===== src/rtl/uart_tx_sched_pkg.sv =====
// Shared definitions for the UART transmit scheduler.
//   uts_state_e        : scheduler FSM state encoding
//   UartTxBusyTimeout  : default cycles to wait for uart_tx_busy to rise
//   UartTxNumReq       : default number of requesters
//   UartTxDataW        : default byte width
package uart_tx_sched_pkg;

  typedef enum logic [1:0] {
    StIdle     = 2'd0,
    StIssue    = 2'd1,
    StWaitBusy = 2'd2,
    StWaitDone = 2'd3
  } uts_state_e;

  localparam int unsigned UartTxBusyTimeout = 16;
  localparam int unsigned UartTxNumReq      = 4;
  localparam int unsigned UartTxDataW       = 8;

endpackage


===== src/rtl/uart_tx_sched_if.sv =====
// Requester and transmitter signals of the UART transmit scheduler.
//   req_valid/req_data/req_last : per-requester byte offer (requester i at [i*DATA_W +: DATA_W])
//   req_ready                   : one-hot byte accept back to the requesters
//   uart_en/uart_din            : start pulse and byte towards the transmitter
//   uart_tx_busy                : transmitter busy flag
// master: requesters plus transmitter (environment); slave: the scheduler.
interface uart_tx_sched_if #(
  parameter int unsigned NUM_REQ = 4,
  parameter int unsigned DATA_W  = 8
);
  logic [NUM_REQ-1:0]        req_valid;
  logic [NUM_REQ*DATA_W-1:0] req_data;
  logic [NUM_REQ-1:0]        req_last;
  logic [NUM_REQ-1:0]        req_ready;
  logic                      uart_en;
  logic [DATA_W-1:0]         uart_din;
  logic                      uart_tx_busy;

  modport master (
    output req_valid, req_data, req_last, uart_tx_busy,
    input  req_ready, uart_en, uart_din
  );

  modport slave (
    input  req_valid, req_data, req_last, uart_tx_busy,
    output req_ready, uart_en, uart_din
  );
endinterface


===== src/rtl/uart_tx_sched_rr_arbiter.sv =====
// Combinational round-robin pick: the first asserted valid bit searching upward from
// (last_i + 1) mod N with wrap-around.
//   valid_i     : request vector
//   last_i      : index of the previous winner
//   any_o       : at least one request present
//   grant_oh_o  : one-hot winner
//   grant_idx_o : winner index
module uart_tx_sched_rr_arbiter #(
  parameter int unsigned N    = 4,
  parameter int unsigned IdxW = $clog2(N)
) (
  input  logic [N-1:0]    valid_i,
  input  logic [IdxW-1:0] last_i,
  output logic            any_o,
  output logic [N-1:0]    grant_oh_o,
  output logic [IdxW-1:0] grant_idx_o
);

  logic [IdxW-1:0] idx;

  always_comb begin
    any_o       = 1'b0;
    grant_oh_o  = '0;
    grant_idx_o = '0;
    idx         = '0;
    for (int unsigned k = 1; k <= N; k++) begin
      idx = IdxW'((32'(last_i) + k) % N);
      if (!any_o && valid_i[idx]) begin
        any_o           = 1'b1;
        grant_oh_o[idx] = 1'b1;
        grant_idx_o     = idx;
      end
    end
  end

endmodule


===== src/rtl/uart_tx_sched.sv =====
// Packet-locked round-robin scheduler sharing one UART transmitter among NUM_REQ requesters.
// Each byte is sequenced issue -> busy rise -> busy fall; a busy flag that never rises
// ends the byte with a one-cycle err_timeout pulse.
//   clk, rst_n   : clock, asynchronous active-low reset
//   bus          : requester handshake and transmitter pins (slave side)
//   grant_id     : current or most recent owner
//   grant_active : a packet is in progress
//   err_timeout  : busy did not rise within BUSY_TIMEOUT cycles of uart_en
module uart_tx_sched
  import uart_tx_sched_pkg::*;
#(
  parameter int unsigned NUM_REQ      = UartTxNumReq,
  parameter int unsigned DATA_W       = UartTxDataW,
  parameter int unsigned BUSY_TIMEOUT = UartTxBusyTimeout,
  localparam int unsigned IdxW        = $clog2(NUM_REQ),
  localparam int unsigned CntW        = $clog2(BUSY_TIMEOUT)
) (
  input  logic            clk,
  input  logic            rst_n,
  uart_tx_sched_if.slave  bus,
  output logic [IdxW-1:0] grant_id,
  output logic            grant_active,
  output logic            err_timeout
);

  uts_state_e          state_q, state_d;
  logic [IdxW-1:0]     grant_id_q, grant_id_d;
  logic [NUM_REQ-1:0]  grant_oh_q, grant_oh_d;
  logic                grant_active_q, grant_active_d;
  logic [IdxW-1:0]     last_ptr_q, last_ptr_d;
  logic                pkt_last_q, pkt_last_d;
  logic [CntW-1:0]     cnt_q, cnt_d;
  logic                uart_en_q, uart_en_d;
  logic [DATA_W-1:0]   uart_din_q, uart_din_d;
  logic                err_q, err_d;

  logic                arb_any;
  logic [NUM_REQ-1:0]  arb_oh;
  logic [IdxW-1:0]     arb_idx;
  logic [NUM_REQ-1:0]  ready;
  logic                sel_valid, sel_last, byte_done;
  logic [DATA_W-1:0]   sel_data;

  uart_tx_sched_rr_arbiter #(
    .N    (NUM_REQ),
    .IdxW (IdxW)
  ) u_arb (
    .valid_i     (bus.req_valid),
    .last_i      (last_ptr_q),
    .any_o       (arb_any),
    .grant_oh_o  (arb_oh),
    .grant_idx_o (arb_idx)
  );

  assign sel_valid = |(bus.req_valid & grant_oh_q);
  assign sel_last  = |(bus.req_last & grant_oh_q);
  assign sel_data  = bus.req_data[32'(grant_id_q) * DATA_W +: DATA_W];

  always_comb begin
    state_d        = state_q;
    grant_id_d     = grant_id_q;
    grant_oh_d     = grant_oh_q;
    grant_active_d = grant_active_q;
    last_ptr_d     = last_ptr_q;
    pkt_last_d     = pkt_last_q;
    cnt_d          = cnt_q;
    uart_din_d     = uart_din_q;
    uart_en_d      = 1'b0;
    err_d          = 1'b0;
    ready          = '0;
    byte_done      = 1'b0;

    unique case (state_q)
      StIdle: begin
        if (arb_any) begin
          grant_id_d     = arb_idx;
          grant_oh_d     = arb_oh;
          grant_active_d = 1'b1;
          state_d        = StIssue;
        end
      end
      StIssue: begin
        // A transmitter still draining (or driven by someone else) holds off the accept.
        if (!bus.uart_tx_busy) begin
          ready = grant_oh_q;
          if (sel_valid) begin
            uart_en_d  = 1'b1;
            uart_din_d = sel_data;
            pkt_last_d = sel_last;
            cnt_d      = '0;
            state_d    = StWaitBusy;
          end
        end
      end
      StWaitBusy: begin
        if (bus.uart_tx_busy) begin
          state_d = StWaitDone;
        end else if (cnt_q == CntW'(BUSY_TIMEOUT - 1)) begin
          err_d     = 1'b1;
          byte_done = 1'b1;
        end else begin
          cnt_d = cnt_q + 1'b1;
        end
      end
      StWaitDone: begin
        if (!bus.uart_tx_busy) byte_done = 1'b1;
      end
      default: state_d = StIdle;
    endcase

    // The lock is only released by a byte flagged last.
    if (byte_done) begin
      if (pkt_last_q) begin
        last_ptr_d     = grant_id_q;
        grant_active_d = 1'b0;
        state_d        = StIdle;
      end else begin
        state_d = StIssue;
      end
    end
  end

  always_ff @(posedge clk or negedge rst_n) begin
    if (!rst_n) begin
      state_q        <= StIdle;
      grant_id_q     <= '0;
      grant_oh_q     <= '0;
      grant_active_q <= 1'b0;
      last_ptr_q     <= IdxW'(NUM_REQ - 1);
      pkt_last_q     <= 1'b0;
      cnt_q          <= '0;
      uart_en_q      <= 1'b0;
      uart_din_q     <= '0;
      err_q          <= 1'b0;
    end else begin
      state_q        <= state_d;
      grant_id_q     <= grant_id_d;
      grant_oh_q     <= grant_oh_d;
      grant_active_q <= grant_active_d;
      last_ptr_q     <= last_ptr_d;
      pkt_last_q     <= pkt_last_d;
      cnt_q          <= cnt_d;
      uart_en_q      <= uart_en_d;
      uart_din_q     <= uart_din_d;
      err_q          <= err_d;
    end
  end

  assign bus.req_ready = ready;
  assign bus.uart_en   = uart_en_q;
  assign bus.uart_din  = uart_din_q;
  assign grant_id      = grant_id_q;
  assign grant_active  = grant_active_q;
  assign err_timeout   = err_q;

endmodule


===== src/flat_wrapper.sv =====
// flat-port wrapper written by rule: the top's interface ports become plain ports
module uart_tx_sched_flat import uart_tx_sched_pkg::*;
#(
  parameter int unsigned NUM_REQ      = UartTxNumReq,
  parameter int unsigned DATA_W       = UartTxDataW,
  parameter int unsigned BUSY_TIMEOUT = UartTxBusyTimeout,
  localparam int unsigned IdxW        = $clog2(NUM_REQ),
  localparam int unsigned CntW        = $clog2(BUSY_TIMEOUT)
)
  (clk, rst_n, grant_id, grant_active, err_timeout, bus_req_valid, bus_req_data, bus_req_last, bus_uart_tx_busy, bus_req_ready, bus_uart_en, bus_uart_din);
  uart_tx_sched_if #(.NUM_REQ(NUM_REQ), .DATA_W(DATA_W)) bus_i ();
  input  logic clk;
  input  logic rst_n;
  output logic [IdxW-1:0] grant_id;
  output logic grant_active;
  output logic err_timeout;
  input wire logic [$bits(bus_i.req_valid)-1:0] bus_req_valid;
  input wire logic [$bits(bus_i.req_data)-1:0] bus_req_data;
  input wire logic [$bits(bus_i.req_last)-1:0] bus_req_last;
  input wire logic [$bits(bus_i.uart_tx_busy)-1:0] bus_uart_tx_busy;
  output wire logic [$bits(bus_i.req_ready)-1:0] bus_req_ready;
  output wire logic [$bits(bus_i.uart_en)-1:0] bus_uart_en;
  output wire logic [$bits(bus_i.uart_din)-1:0] bus_uart_din;
  assign bus_i.req_valid = bus_req_valid;
  assign bus_i.req_data = bus_req_data;
  assign bus_i.req_last = bus_req_last;
  assign bus_i.uart_tx_busy = bus_uart_tx_busy;
  assign bus_req_ready = bus_i.req_ready;
  assign bus_uart_en = bus_i.uart_en;
  assign bus_uart_din = bus_i.uart_din;
  uart_tx_sched #(.NUM_REQ(NUM_REQ), .DATA_W(DATA_W), .BUSY_TIMEOUT(BUSY_TIMEOUT)) u_core (.clk(clk), .rst_n(rst_n), .bus(bus_i), .grant_id(grant_id), .grant_active(grant_active), .err_timeout(err_timeout));
endmodule

===== config.mk =====
export PLATFORM = sky130hd
export DESIGN_NAME = uart_tx_sched_flat
export DESIGN_NICKNAME = d
export VERILOG_FILES = /design/src/rtl/uart_tx_sched_pkg.sv /design/src/rtl/uart_tx_sched_if.sv /design/src/rtl/uart_tx_sched_rr_arbiter.sv /design/src/rtl/uart_tx_sched.sv /design/src/flat_wrapper.sv
export SDC_FILE = /design/constraint.sdc
export NUM_CORES = 1
export LEC_CHECK = 0
export CAP_MARGIN = 20
export CORE_MARGIN = 2
export CORE_UTILIZATION = 25
export DETAILED_ROUTE_END_ITERATION = 10
export HOLD_SLACK_MARGIN = 0.15
export PLACE_DENSITY = 0.6
export SYNTH_ARGS = -nofsm -noshare
export SYNTH_HDL_FRONTEND = slang
export SYNTH_SLANG_ARGS = --single-unit

===== constraint.sdc =====
create_clock -name clk -period 2.4 [get_ports clk]
set_input_delay 0.36 -clock clk [delete_from_list [all_inputs] [get_ports clk]]
set_output_delay 0.36 -clock clk [all_outputs]
set_load 0.02 [all_outputs]

==> impl_metrics.yaml, run 1 <==
run_status:
  status: "completed"
finish:
  final_core_util: 0.356
  fin_cells: 368
  layout_common_cells: "clkdlybuf4s50_1 (55), dfrtp_1 (24), a22oi_1 (14), ha_1 (13), buf_4 (12)"
  final_net_count: 321
  drive_gt1_frac: 0.209
  antennaDiodeCount: 0
  layout_commonest_cell: "clkdlybuf4s50_1"
  area_growth_pct: 36.8
worst_setup_path:
  path_cells: "inv_1, ha_1, nor2b_2, and2_1, dlygate4sd2_1"
  worstSetupPathType: "flop to output port"
  reg2reg_from: "u_core.last_ptr_q[0]$_DFFE_PN1P_"
  r2r-end: "u_core.grant_oh_q[3]$_DFFE_PN0P_"
  cp.required_ns: 2.04
  cp.depth: 5
  end_kind: "output port"
  cpPeakStageDelay_ns: 0.45
  r2r_setup_slack_ns: 0.26
  critical_path.slowest_cell: "dfrtp_1"
  cp_data_arrival_time_ns: 1.83
  path_max_fanout: 5
  critPathLaunchType: "flop"
  cp_num_buf_inv: 2
  crit_family: "buffers and inverters"
  rr_worst_depth: 7
sta:
  setup_viol: 0
  fmax_ghz: 0.456
  rsz0062_at_grt: "no"
  tightest_slew_ns: 0.415
  setup_tns_ns: 0
  period_needed_ns: 2.19
  fin_ws_ns: 0.207
  finClkSkew_ns: 0.00397
  hold_viol: 0
  slew_headroom: 0.723
  slew_viol_final: 0
  timing.final.crit_share: 0.914
detailed_routing:
  drtIter0Drc: 80
  via_per_inst: 4.77
  wirelength_um: 5460
  ant_nets: 0
  drc: 0
  vias: 1757
  drt_pass1_iterations: 4
  avgRoutedWirePerCell_um: 14.8
clock_network:
  cts_inserted_buffers: 3
  cts_tree: "built"
  hold_buffers: 0
  clock_path_buffers: 2
  cts.sinks: 26
  clk_pin_slew_ns: 0.09
  root_buffer: "clkbuf_8"
  cts_resized: 5
  postCtsSetupBuffers: 0
  worstSkewPairLatency_ns: 0.27
  htreeDepth: 1
synthesis:
  synth_area_um2: 2150
  ys_seq_elements: 26
  synth_cells: 201
  synthesis.nets: 258
  synth.avg_cell_area_um2: 10.7
  yosysSeqAreaShare: 0.304
  ys.flop_type: "dfrtp_1"
  synth_warnings: 0
  synth_edf_count: 0
  async_flop_share: 1.00
  synth.distinct_cells: 48
floorplanning:
  core-area_um2: 8260
  dieArea_um2: 9350
  die_y_um: 96.7
  initial_core_util: 0.260
  die_x_um: 96.7
  num_rows: 33
  num_io_pins: 60
placed_design:
  dp.final_hpwl_um: 4150
  post-place-ws_ns: 0.122
  dp.cells: 364
  portBuffers: 59
  gp_congestion: 0.771
global_routing:
  antenna_found_initial: 0
  grt_pass1_wl_um: 9360
  grt_pass1_vias: 1788
  grt_overflow: 0
  grtUsageTotal: 0.118
  grt_max_degree: 27
power_and_ir_drop:
  irDropWorstVdd_mv: 0.257
  leakage_nw: 1.24
  power_mw: 3.09
  p_per_area_nw_per_um2: 1050
hold_path:
  hold_path_class: "primary input to asynchronous set/reset pin"
flow_run:
  max-cap-violations: 0
-- layout make-up --
| cell class | count | area (µm²) |
|---|---|---|
| multi-input cells | 156 | 1390 |
| clock inverters | 1 | 30.0 |
| well taps | 105 | 131 |
| inverters | 6 | 22.5 |
| fillers | 837 | 5320 |
| clock buffers | 3 | 41.3 |
| flip-flops and latches | 26 | 653 |
| repair buffers | 71 | 676 |
-- state kept, by name (all words and copies together), names as in the netlist --
register	flops
u_core.bus.uart_din	8
u_core.cnt_q	4
u_core.grant_oh_q	4
u_core.grant_id	2
u_core.last_ptr_q	2
u_core.state_q	2
u_core.bus.uart_en	1
u_core.err_timeout	1
u_core.grant_active	1
u_core.pkt_last_q	1
-- synthesized netlist by cell type (4+ instances only) --
| cell type | count | area (µm²) |
|---|---|---|
| dfrtp_1 | 24 | 601 |
| a22oi_1 | 14 | 105 |
| ha_1 | 14 | 175 |
| mux2_2 | 12 | 135 |
| nand2_1 | 10 | 37.5 |
| nor2_1 | 9 | 33.8 |
| o21ai_0 | 9 | 45.0 |
| and2_1 | 8 | 50.1 |
| mux4_2 | 8 | 180 |
| nor3_1 | 8 | 40.0 |
| a21oi_1 | 6 | 30.0 |
| buf_6 | 6 | 67.6 |
| inv_1 | 6 | 22.5 |
| nor2b_1 | 6 | 37.5 |
| a221o_1 | 4 | 40.0 |
| and2b_2 | 4 | 35.0 |
| o211a_1 | 4 | 40.0 |
| o31ai_1 | 4 | 30.0 |
-- power breakdown --
group	internal [mW]	total (mW)	switching, mW
clock	0.223	0.361	0.138
combinational	0.991	1.94	0.947
sequential	0.631	0.792	0.161
total	1.84	3.09	1.25
-- metal layers --
| layer | GRT usage | wire (µm) | share of wire |
|---|---|---|---|
| met5 | 0 | 0 | 0 |
| met4 | 0.0195 | 24 | 0.0044 |
| met3 | 0.0195 | 232 | 0.043 |
| met2 | 0.198 | 2500 | 0.46 |
| met1 | 0.164 | 2700 | 0.50 |
-- through the flow --
stage	hold WS, ns	cell area, µm²
finish	0.461	2940
global route	0.491	2940
CTS	0.476	2940
detailed placement	0.495	2870
global placement	0.490	2870
floorplan	0.0644	2180
-- logic make-up after synthesis --
logic type	share of synthesized area
AND/OR/NAND/NOR	0.189
buffers and inverters	0.0617
adder cells (fa/ha/maj)	0.0815
flip-flops	0.304
AO/OA/AOI/OAI	0.171
multiplexers	0.192
-- worst reg2reg max path, cell delays in order, from the launching register on --
cell and delay [ns]:
dfstp_2 0.55, inv_2 0.07, ha_4 0.32, mux2_4 0.33, mux2i_4 0.24, o211a_1 0.19, nor3_1 0.05, a221o_1 0.27
-- worst max-delay path by stage --
stage	end	slack, ns	start
floorplan	u_core.grant_oh_q[2]$_DFFE_PN0P_	0.03	u_core.last_ptr_q[0]$_DFFE_PN1P_
global placement	bus_req_ready[0]	0.14	u_core.state_q[1]$_DFFE_PN0P_
detailed placement	u_core.cnt_q[3]$_DFFE_PN0P_	0.12	bus_req_valid[0]
CTS	bus_req_ready[1]	0.21	u_core.state_q[1]$_DFFE_PN0P_
global route	bus_req_ready[2]	0.02	u_core.state_q[1]$_DFFE_PN0P_
finish	bus_req_ready[2]	0.21	u_core.state_q[1]$_DFFE_PN0P_
Power figures use the tool's default switching activity.
==> run 2: changes to the inputs <==
HOLD_SLACK_MARGIN = 0.12   (was 0.15)
==> results of run 2 <==
Final layout, timing and power as in run 1 (identical DEF).
==> run 3: changes to the inputs <==
ABC_AREA = 1   (was unset)
==> impl_metrics.yaml, run 3 <==
power_and_ir_drop:
  internal_power_mw: 1.68
  combPwrFrac: 0.685
  power_mw: 3.42
  switchingPower_mw: 1.75
  p_per_area_nw_per_um2: 1210
  clkPwrFrac: 0.083
  irDropWorstVdd_mv: 0.416
  power_frac_seq: 0.232
  swShare: 0.510
  leakage_nw: 1.31
floorplanning:
  die_y_um: 94.5
  num_rows: 32
  die_x_um: 94.5
  dieArea_um2: 8920
  num_io_pins: 60
  initial_core_util: 0.261
  core-area_um2: 7850
sta:
  period_needed_ns: 2.27
  hold_viol: 0
  rsz0062_at_grt: "no"
  slew_viol_final: 0
  hold_ws_ns: 0.466
  setup_tns_ns: 0
  timing.final.crit_share: 0.948
  fmax_ghz: 0.440
  tightest_slew_ns: 0.437
  setup_viol: 0
  finClkSkew_ns: 0.00212
  slew_headroom: 0.709
  fin_ws_ns: 0.125
finish:
  num-fill-cells: 853
  layout_common_cells: "nand2_1 (58), nor2_1 (58), clkdlybuf4s50_1 (56), o21ai_0 (25), dfrtp_1 (24)"
  area_growth_pct: 38.7
  final_net_count: 410
  antennaDiodeCount: 0
  drive_gt1_frac: 0.108
  final_core_util: 0.361
  largest_reg_flops: 8
detailed_routing:
  wl_met1_um: 2380
  drc: 0
  dr.max_layer_used: "met4"
  drt_pass1_iterations: 4
  wirelength_um: 5380
  vias: 2026
  via_per_inst: 4.46
  wl_met2_um: 2660
  drtIter0Drc: 64
  avgRoutedWirePerCell_um: 11.9
  ant_nets: 0
  wl_met3_um: 284
synthesis:
  synth.distinct_cells: 35
  synthesis.nets: 345
  synth_common_cells: "nand2_1 (59), nor2_1 (58), o21ai_0 (25), dfrtp_1 (24), inv_1 (23)"
  yosysSeqAreaShare: 0.319
  ys.flop_type: "dfrtp_1"
  yosysTopAreaCellShare: 0.294
  synth_area_um2: 2050
  synth_cells: 288
  async_flop_share: 1.00
  synth_top_area_cell: "dfrtp_1"
  synth.avg_cell_area_um2: 7.10
  ys_top_cells_by_area: "dfrtp_1 (29%), nand2_1 (11%), nor2_1 (11%)"
  synth_warnings: 0
  synth.most_common_cell: "nand2_1"
  synth_edf_count: 0
  ys_seq_elements: 26
worst_setup_path:
  critPathLaunchType: "flop"
  reg2reg_from: "u_core.last_ptr_q[0]$_DFFE_PN1P_"
  cpPeakStageDelay_ns: 0.60
  critical_path.slowest_cell: "clkdlybuf4s50_1"
  r2r_setup_slack_ns: 0.44
  r2r-end: "u_core.grant_oh_q[2]$_DFFE_PN0P_"
  rr_worst_depth: 11
  path_max_fanout: 6
  cp_data_arrival_time_ns: 1.91
  startpoint: "u_core.state_q[1]$_DFFE_PN0P_"
  worstSetupPathType: "flop to output port"
  end_kind: "output port"
  path_cells: "inv_1, ha_1, nand2_2, nor2_1, clkdlybuf4s50_1"
  cp.required_ns: 2.04
run_status:
  status: "completed"
clock_network:
  root_buffer: "clkbuf_8"
  clk_pin_slew_ns: 0.09
  worstSkewPairLatency_ns: 0.27
  cts_tree: "built"
  htreeDepth: 1
  clock_path_buffers: 2
  hold_buffers: 0
  cts.sinks: 26
  cts_inserted_buffers: 3
placed_design:
  portBuffers: 59
  post-place-ws_ns: 0.172
  gp_congestion: 0.906
  dp.final_hpwl_um: 4200
global_routing:
  grt_pass1_wl_um: 8880
  grtUsageTotal: 0.123
  grt_pass1_vias: 1991
  grt_overflow: 0
  grt_max_degree: 27
  antenna_found_initial: 0
flow_run:
  max-cap-violations: 0
hold_path:
  hold_path_class: "primary input to asynchronous set/reset pin"
==> run 3: changes by cell type after synthesis, sizes merged, moves of 13 or more <==
cell,before,now
nor2,10,67
nand2,10,66
nand3,3,24
inv,6,26
o21ai,9,26
mux2,15,0
a22oi,14,1
==> run 3: how the worst max path moves through the flow <==
stage                                             to  slack [ns]
finish                              bus_req_ready[3]        0.13
global route                        bus_req_ready[3]        0.01
CTS                                 bus_req_ready[2]       0.008
detailed placement                  bus_req_ready[1]        0.17
global placement                    bus_req_ready[0]        0.18
floorplan           u_core.grant_oh_q[2]$_DFFE_PN0P_        0.47
==> run 3: power groups by stage <==
| stage | registers, mW | logic (mW) | clock network (mW) |
|---|---|---|---|
| after floorplan | 0.886 | 1.58 | 0 |
| after global placement | 0.806 | 2.35 | 0 |
| after detailed placement | 0.810 | 2.37 | 0 |
| after CTS | 0.803 | 2.37 | 0.307 |
| after global routing | 0.829 | 2.63 | 0.325 |
| final | 0.795 | 2.34 | 0.285 |
==> run 3: metal layers <==
| metal | up-vias | track usage |
|---|---|---|
| li1 | 1067 | - |
| met1 | 906 | 0.149 |
| met2 | 49 | 0.224 |
| met3 | 4 | 0.0295 |
| met4 | 0 | 0.0242 |
| met5 | - | 0 |
==> run 3: worst max-delay path, delay by kind of cell (launching register included) <==
kind	cells	cell delay, ns
simple gates	2	0.25
buf+inv	2	0.73
flops	1	0.43
fa+ha+maj	1	0.24
==> run 3: metrics by stage <==
step | area (µm²) | instances
global placement | 2780 | 450
floorplan | 2050 | 288
global route | 2840 | 454
CTS | 2830 | 454
finish | 2840 | 454
detailed placement | 2780 | 450
==> run 3: cell families after synthesis <==
kind of cell    count (synthesis)  share of synthesized area
simple gates                  168                      0.393
fa+ha+maj                      14                     0.0856
compound gates                 46                      0.127
flops                          26                      0.319
buf+inv                        33                     0.0716
xor+xnor                        1                    0.00428
==> run 3: what timing repair did <==
item | 4_1_cts | 5_1_grt
setup endpoints to repair | 2 | 2
pin swaps | 0 | 0
resized for setup | 2 | 2
buffers inserted | 0 | 0
==> run 3: area by class of cell <==
cell class	instances	area, µm²	share of cell area
multi-input combinational	229	1250	0.440
sequential	26	653	0.230
timing repair buffer	66	643	0.227
tap	102	128	0.0450
inverter	27	109	0.0384
clock buffer	4	55.1	0.0194
